--- src/rtl/hart_run_ctrl.sv ---
// hart_run_ctrl
//
// Sequences a single hart through one program execution:
//   1. streams the program bytes into the instruction byte memory,
//   2. holds the hart in reset for RST_CYCLES cycles,
//   3. releases the hart and watches its retire port until it halts or traps
//      (or until the optional watchdog expires),
//   4. reports the cycle count, the retired-instruction count and a final status.
//
// Optional feature macro: RUN_CTRL_WATCHDOG_EN
//   defined   : RUN is aborted with status 11 once o_cycles reaches TIMEOUT_CYCLES
//   undefined : no timeout; RUN lasts until a halt or trap retires
//
// Parameters
//   IMEM_BYTES     instruction byte memory size (address width = clog2)
//   RST_CYCLES     cycles the hart reset is held before each run (>= 1)
//   TIMEOUT_CYCLES run-cycle limit, used only with the watchdog compiled in
//
// Ports
//   i_clk, i_rst                 clock, synchronous active-high reset
//   i_start, i_len               start command; i_len = 0 reruns the resident program,
//                                values above IMEM_BYTES are clamped
//   i_byte_valid, i_byte_data    program byte stream (little-endian program order)
//   o_byte_ready                 byte accepted when valid & ready
//   o_imem_wen/waddr/wdata       instruction memory byte write port
//   o_hart_rst                   drives the hart's reset input
//   i_retire_valid/trap/halt     hart retire interface
//   o_busy                       high in LOAD, RESET and RUN
//   o_done                       one-cycle pulse on entry to DONE
//   o_status                     00 none, 01 halt, 10 trap, 11 timeout
//   o_cycles, o_retired          saturating RUN-cycle and retired-instruction counters
//
// State  | meaning
// -------+-----------------------------------------------------------------
// IDLE   | after reset; hart held in reset, waiting for i_start
// LOAD   | accepting program bytes and writing them to imem
// RESET  | hart reset held for RST_CYCLES cycles, counters cleared on entry
// RUN    | hart released; counting cycles and retires until halt/trap/timeout
// DONE   | results held, hart back in reset, waiting for the next i_start

module hart_run_ctrl #(
   parameter int unsigned IMEM_BYTES     = 1024,
   parameter int unsigned RST_CYCLES     = 2,
   parameter int unsigned TIMEOUT_CYCLES = 100000,
   localparam int unsigned ADDR_W        = $clog2(IMEM_BYTES)
) (
   input  logic              i_clk,
   input  logic              i_rst,

   input  logic              i_start,
   input  logic [10:0]       i_len,

   input  logic              i_byte_valid,
   input  logic [7:0]        i_byte_data,
   output logic              o_byte_ready,

   output logic              o_imem_wen,
   output logic [ADDR_W-1:0] o_imem_waddr,
   output logic [7:0]        o_imem_wdata,

   output logic              o_hart_rst,
   input  logic              i_retire_valid,
   input  logic              i_retire_trap,
   input  logic              i_retire_halt,

   output logic              o_busy,
   output logic              o_done,
   output logic [1:0]        o_status,
   output logic [31:0]       o_cycles,
   output logic [31:0]       o_retired
);

   localparam int unsigned RST_W = (RST_CYCLES > 1) ? $clog2(RST_CYCLES) : 1;

   localparam logic [1:0] ST_NONE    = 2'b00;
   localparam logic [1:0] ST_HALT    = 2'b01;
   localparam logic [1:0] ST_TRAP    = 2'b10;
   localparam logic [1:0] ST_TIMEOUT = 2'b11;

   typedef enum logic [2:0] {
      S_IDLE  = 3'd0,
      S_LOAD  = 3'd1,
      S_RESET = 3'd2,
      S_RUN   = 3'd3,
      S_DONE  = 3'd4
   } state_t;

   state_t            r_state;
   logic [ADDR_W-1:0] r_count;
   logic [ADDR_W-1:0] r_last;
   logic [RST_W-1:0]  r_rst_tmr;
   logic              r_byte_ready;
   logic              r_hart_rst;
   logic              r_busy;
   logic              r_done;
   logic [1:0]        r_status;
   logic [31:0]       r_cycles;
   logic [31:0]       r_retired;

   logic [31:0]       w_len_32;
   logic [31:0]       w_len_eff;
   logic              w_accept;
   logic              w_term;
   logic              w_wd_en;
   logic              w_timeout;
   logic [31:0]       w_cycles_inc;
   logic [31:0]       w_retired_inc;

   // Oversized lengths are clamped so the load always fits the memory.
   assign w_len_32  = {21'd0, i_len};
   assign w_len_eff = (w_len_32 > 32'(IMEM_BYTES)) ? 32'(IMEM_BYTES) : w_len_32;

   assign w_accept = r_byte_ready & i_byte_valid;

   // Exit is only evaluated on an actual retire; trap outranks halt.
   assign w_term = i_retire_valid & (i_retire_trap | i_retire_halt);

   assign w_cycles_inc  = (r_cycles  == 32'hFFFF_FFFF) ? r_cycles  : r_cycles  + 32'd1;
   assign w_retired_inc = (r_retired == 32'hFFFF_FFFF) ? r_retired : r_retired + 32'd1;

`ifdef RUN_CTRL_WATCHDOG_EN
   assign w_wd_en = 1'b1;
`else
   assign w_wd_en = 1'b0;
`endif

   // Compare against the post-increment value so the timeout lands with
   // o_cycles == TIMEOUT_CYCLES.
   assign w_timeout = w_wd_en & (w_cycles_inc >= 32'(TIMEOUT_CYCLES));

   // Writes go out in the same cycle the byte is accepted.
   assign o_imem_wen   = w_accept;
   assign o_imem_waddr = r_count;
   assign o_imem_wdata = i_byte_data;

   assign o_byte_ready = r_byte_ready;
   assign o_hart_rst   = r_hart_rst;
   assign o_busy       = r_busy;
   assign o_done       = r_done;
   assign o_status     = r_status;
   assign o_cycles     = r_cycles;
   assign o_retired    = r_retired;

   always_ff @(posedge i_clk) begin
      if (i_rst) begin
         r_state      <= S_IDLE;
         r_count      <= '0;
         r_last       <= '0;
         r_rst_tmr    <= '0;
         r_byte_ready <= 1'b0;
         r_hart_rst   <= 1'b1;
         r_busy       <= 1'b0;
         r_done       <= 1'b0;
         r_status     <= ST_NONE;
         r_cycles     <= '0;
         r_retired    <= '0;
      end else begin
         r_done <= 1'b0;

         case (r_state)
            S_IDLE, S_DONE: begin
               r_hart_rst   <= 1'b1;
               r_byte_ready <= 1'b0;
               if (i_start) begin
                  r_busy <= 1'b1;
                  if (w_len_eff != 32'd0) begin
                     r_state      <= S_LOAD;
                     r_count      <= '0;
                     r_last       <= ADDR_W'(w_len_eff - 32'd1);
                     r_byte_ready <= 1'b1;
                  end else begin
                     // Rerun of the resident program: skip the load.
                     r_state   <= S_RESET;
                     r_rst_tmr <= RST_W'(RST_CYCLES - 1);
                     r_status  <= ST_NONE;
                     r_cycles  <= '0;
                     r_retired <= '0;
                  end
               end
            end

            S_LOAD: begin
               if (w_accept) begin
                  r_count <= r_count + 1'b1;
                  if (r_count == r_last) begin
                     r_state      <= S_RESET;
                     r_byte_ready <= 1'b0;
                     r_rst_tmr    <= RST_W'(RST_CYCLES - 1);
                     r_status     <= ST_NONE;
                     r_cycles     <= '0;
                     r_retired    <= '0;
                  end
               end
            end

            S_RESET: begin
               r_hart_rst <= 1'b1;
               if (r_rst_tmr == '0) begin
                  r_state    <= S_RUN;
                  r_hart_rst <= 1'b0;
               end else begin
                  r_rst_tmr <= r_rst_tmr - 1'b1;
               end
            end

            S_RUN: begin
               r_cycles <= w_cycles_inc;
               if (i_retire_valid) begin
                  r_retired <= w_retired_inc;
               end
               if (w_term || w_timeout) begin
                  r_state    <= S_DONE;
                  r_hart_rst <= 1'b1;
                  r_busy     <= 1'b0;
                  r_done     <= 1'b1;
                  if (w_term) begin
                     r_status <= i_retire_trap ? ST_TRAP : ST_HALT;
                  end else begin
                     r_status <= ST_TIMEOUT;
                  end
               end
            end

            default: begin
               r_state      <= S_IDLE;
               r_hart_rst   <= 1'b1;
               r_busy       <= 1'b0;
               r_byte_ready <= 1'b0;
            end
         endcase
      end
   end

endmodule

--- config.mk ---
export PLATFORM = sky130hd
export DESIGN_NAME = hart_run_ctrl
export DESIGN_NICKNAME = d
export VERILOG_FILES = /design/src/rtl/hart_run_ctrl.sv
export SDC_FILE = /design/constraint.sdc
export NUM_CORES = 1
export LEC_CHECK = 0
export ABC_AREA = 1
export CAP_MARGIN = 20
export CORE_ASPECT_RATIO = 1.1
export CORE_MARGIN = 4
export CORE_UTILIZATION = 45
export DETAILED_ROUTE_END_ITERATION = 6
export PLACE_DENSITY = 0.7
export SYNTH_ARGS = -nofsm -noshare
export SYNTH_HDL_FRONTEND = slang
export SYNTH_SLANG_ARGS = --single-unit
--- constraint.sdc ---
create_clock -name i_clk -period 4.35 [get_ports i_clk]
set_input_delay 0.435 -clock i_clk [delete_from_list [all_inputs] [get_ports i_clk]]
set_output_delay 0.435 -clock i_clk [all_outputs]
set_load 0.02 [all_outputs]
Yosys cells after proc, flatten, opt, wreduce, memory -nomap -nowiden
Cells that the tools add are included.

Bits in read-only memories: 0. Bits in latches: 0. Memories: 0. Output and inout bits: 89. Logic and storage cells: 106. Bits in writable memories: 0. Register bits: 94.

Shift-type cells: 0. Multiplexer cells: 46. Bitwise gates (word level): 7. $add $sub $neg: 5. Multipliers: 0. Reductions and logical operators: 19. Equal/unequal tests: 17. Magnitude comparators: 1. Div/mod/pow operators: 0.

Operators by type and width (number): 32-bit two-way mux (7); 32-bit one-hot mux with 3 select lines (2); 32-bit by 1-bit adder with 32-bit output (second input constant) (2); 32-bit equality test (second input constant) (2); 32-bit nonzero test (1); 10-bit two-way mux (3); 2-bit inequality test (second input constant) (10); 10-bit one-hot mux with 2 select lines (1); 3-bit two-way mux (5); 1-bit two-way mux (14); 2-bit two-way mux (7); 1-bit one-hot mux with 3 select lines (4); 3-bit one-hot mux with 4 select lines (1); 6-bit AND reduction (2); 11-bit > comparator (second input constant) (1); 11-bit two-way mux (1); 10-bit by 1-bit adder with 10-bit output (second input constant) (1); 10-bit equality test (1); 5-bit AND reduction (2); 10-bit by 1-bit subtractor with 10-bit output (second input constant) (1); 3-bit AND reduction (3); 2-bit OR reduction (4); 7-bit AND reduction (1); 3-bit by 2-bit equality test with 1-bit output (second input constant) (2); other kinds (12) (17).

Longest topological paths before layout
Depth in word-level cells: 6. Mapped depth: 14. Depth with buffers taken out: 13.

Worst setup path after synthesis
Ideal clock, no wire load.

Path type: input to register. Start point: in i_len[0]. End point: reg r_retired[26] (netlist: o_retired[26]). Required time: 4240 ps. Data arrival time: 2051 ps. Stages on the path: 14. Setup time: 110 ps. Path slack: 2189 ps. Path buffers: 3. Path through: nor2_1 -> nand3_1 -> o21bai_2 -> buf_2 -> nand2_1 -> ha_1 -> nand4_1 -> nand2_1 -> buf_2 -> nand3_2 -> buf_2 -> nand2_1 -> inv_1 -> nor2_1.

Cells in the longest elaborated chain, start to end: 5.

Ends and longest elaborated chain: start: declaration (RTL line 51) `input logic [10:0] i_len,`; 11-bit > comparator (RTL line 111) `assign w_len_eff = (w_len_32 > 32'(IMEM_BYTES)) ? 32'(IMEM_BYTES) : w_len_32;`; 11-bit two-way mux * (RTL line 111); 32-bit nonzero test * (RTL line 166) `if (w_len_eff != 32'd0) begin`; 2-bit inequality test (no line) *; 7-bit AND reduction (no line) *; end signal: assignment (RTL line 209) `r_retired <= w_retired_inc;`; end: declaration (RTL line 98) `logic [31:0] r_retired;`.

Mark *: on every way between the ends. The rest lies on a longest branch, timed or not. A chain may end at the register's enable or synchronous reset.

Final worst setup path
Start point: in i_len[3]. End point: reg r_cycles[1] (netlist: o_cycles[1]).

Cells in the longest elaborated chain, start to end: 5.

Ends and longest elaborated chain: 11-bit > comparator (RTL line 111); 11-bit two-way mux * (RTL line 111); 32-bit nonzero test * (RTL line 166); 2-bit inequality test (no line) *; 6-bit AND reduction (no line) *; end signal: assignment (RTL line 207) `r_cycles <= w_cycles_inc;`; end: declaration (RTL line 97) `logic [31:0] r_cycles;`.

Marks and branches as above.

==> out/metrics.cfg <==
[timing]
timing.slew.headroom = 0.517
setup_tns_ps = 0
clock_skew_ps = 9.74
slew_viol_final = 0
period_minus_slack_ps = 2960
tightestPinTransition_ps = 724
hold_viol = 0
final.period_utilization = 0.680
setup_viol = 0
fmax_mhz = 338
grt_setup_unrepaired = false

[synth]
synth.mux.area_fraction = 0
synthTopCellsByCount = 341 x nand2_1, 173 x nor2_1, 149 x inv_1
synthCells = 1151
synthAdderAreaFrac = 0.00753
synth_top_cell_by_area = dfxtp_1
synth_compound_area_frac = 0.0603
yosysWarnings = 0
ys.flop_type = dfxtp_1
async_reset_ff_frac = 0
synth.ff_latch_count = 94
synth_top_family_by_area = simple AND/OR/NAND/NOR gates
ys_seq_area_frac = 0.283
synth_area_leaders = dfxtp_1 28%, nand2_1 19%, nor2_1 9.8%
ys_types = 37
yosysTopAreaCellShare = 0.283
synth-edff-count = 0
synth-simple-area-share = 0.492
synth_area_um2 = 6650
synth.avg_cell_area_um2 = 5.77
synth_xor_area_frac = 0.0250
syn_nets = 1181
synth_most_common_cell = nand2_1

[drt]
wire_per_inst_um = 13.6
route.detailed.drc = 0
drt_iter0_drc = 630
vias = 7335
viasPerCell = 5.19
firstDrtPassIters = 7
route.antenna.remaining_nets = 0
wl_um = 19200

[setup_path]
crit_path_frequent_cell = nand2_1
max_stage_delay_ps = 520
critical_path_cell_count = 13
cp-end-kind = flop
start_kind = input port
critPathBufInv = 2
rr_endpoint = o_retired[16]$_SDFFE_PP0P_
cp.arrival_ps = 3240
worst-setup-path-type = in -> reg
cp.required_ps = 4640
crit_start = i_len[3]
slowest_stage = clkdlybuf4s50_1
rr_worst_depth = 14
endpoint = o_cycles[1]$_SDFFE_PP0P_
rr_startpoint = o_retired[0]$_SDFFE_PP0P_
ff2ff_setup_slack_ps = 1630
path_max_fanout = 33
path_cells = clkdlybuf4s50_1 > nor2_1 > nand3_1 > o21bai_2 > nand2_1 > ha_1 > nand4_1 > nand2_2 > buf_4 > nand3_4 > nor2_4 > nand2_1 > nand2_1
path_delay_family = simple AND/OR/NAND/NOR gates

[clock_tree]
clk_latency_ps = 350
clock_path_buffers = 2
cts_tree = built
cts.sinks = 94
cts.htree.levels = 3
post_cts_buffers = 0
hold_buffers = 0
clk_pin_slew_ps = 60
cts.repair.resized = 0
cts-root-buf = clkbuf_16
numCtsBuffers = 9

[floorplan]
io_pins = 115
die_h_um = 135
dieArea_um2 = 16800
coreArea_um2 = 14400
start_util = 0.460
rows = 46
fp.dieW_um = 124

[finish]
antenna_cells = 0
layout-drive-gt1-share = 0.0499
nNetsFinal = 1248
flow.area_growth_from_synthesis_pct = 19.8

[placed_design]
place.gp.congestion = 0.903
port_buffers = 98
hpwl_um = 13800

[pwr]
power_density_nw_per_um2 = 493
p_total_uw = 3920
ir_worst_vdd_mv = 0.336
leakagePower_uw = 0.00330

[hold_path]
hold_path_startpoint = r_rst_tmr$_SDFFE_PP0P_
hp-class = reg -> reg

[grt]
grt.overflow.total = 0
grt_pass1_wl_um = 32100
grt_max_degree = 48
first_global_vias = 6538
antenna_found_initial = 0
track_usage = 0.235

[flow_run]
maxCapViolCount = 0

[run_status]
status = complete, no violations

==> worst min-delay path by stage <==
stage	end	slack, ps	cells after the start
after CTS	r_rst_tmr$_SDFFE_PP0P_	480	2
after global placement	r_rst_tmr$_SDFFE_PP0P_	470	2
after detailed placement	r_rst_tmr$_SDFFE_PP0P_	470	2
after global routing	r_last[7]$_SDFFE_PP0P_	500	2
after floorplan	r_rst_tmr$_SDFFE_PP0P_	440	2
final	r_rst_tmr$_SDFFE_PP0P_	480	2
==> final cells by class <==
cell class              instances  area, µm²
fillers                      1502       6490
flip-flops and latches         94       1880
clock buffers                  14        264
well taps                     192        240
clock inverters                 1       5.00
multi-input cells             843       3900
repair buffers                108       1060
inverters                     162        608
==> tightest hold or removal path, cell delays in order, from the launching register on <==
cell and delay [ps]:
dfxtp_1 310, inv_1 60, a21oi_1 60
==> layout by cell type (no fill, tap or decap), types with 2 or more instances in the layout <==
cell type,instances
inv_2,14
nand3_1,110
nand3_2,3
nand2_1,340
nor2_1,173
o22ai_1,2
nor2_2,2
nor3_2,2
nor3_1,31
xnor2_1,7
nor2_4,5
o21ai_0,37
clkbuf_16,9
buf_4,10
nand4_1,65
a21oi_1,27
nand2_2,4
inv_1,148
or2_2,3
dfxtp_1,94
o211ai_1,4
clkbuf_8,2
clkbuf_1,3
ha_1,4
xor2_1,12
clkdlybuf4s50_1,98
==> metrics by stage <==
step | util | setup WS (ps) | instance area (µm²) | instances | hold slack [ps]
6_report | 0.551 | 1390 | 7960 | 1414 | 481
5_1_grt | 0.551 | 1130 | 7960 | 1414 | 501
2_1_floorplan | - | 2190 | 6650 | 1151 | 441
3_3_place_gp | 0.532 | 1130 | 7690 | 1399 | 467
4_1_cts | 0.551 | 1400 | 7960 | 1414 | 475
3_5_place_dp | 0.532 | 1040 | 7690 | 1399 | 466
==> cell families after synthesis <==
kind of cell / after synthesis
adder cells (fa/ha/maj): 4
flip-flops: 94
AND/OR/NAND/NOR: 745
AO/OA/AOI/OAI: 75
buffers and inverters: 214
XOR/XNOR: 19
==> state kept, by name, summed over array words and instances, names as in the netlist <==
name / flops
o_cycles: 32
o_retired: 32
o_imem_waddr: 10
r_last: 10
r_state: 3
o_status: 2
o_busy: 1
o_byte_ready: 1
o_done: 1
o_hart_rst: 1
r_rst_tmr: 1
==> power breakdown <==
part           leakage [µW]  switching, µW  internal [µW]  total (µW)
clock network      0.000133            336            416         753
registers          0.000768            211           1030        1240
logic               0.00240           1250            675        1930
==> routing by layer <==
layer,up-vias,track usage,wire (µm)
met4,0,0.0757,370
met3,28,0.0418,1410
li1,3776,-,-
met2,237,0.367,8590
met1,3294,0.328,8880
met5,-,0,0
(Power assumes the default switching activity.)
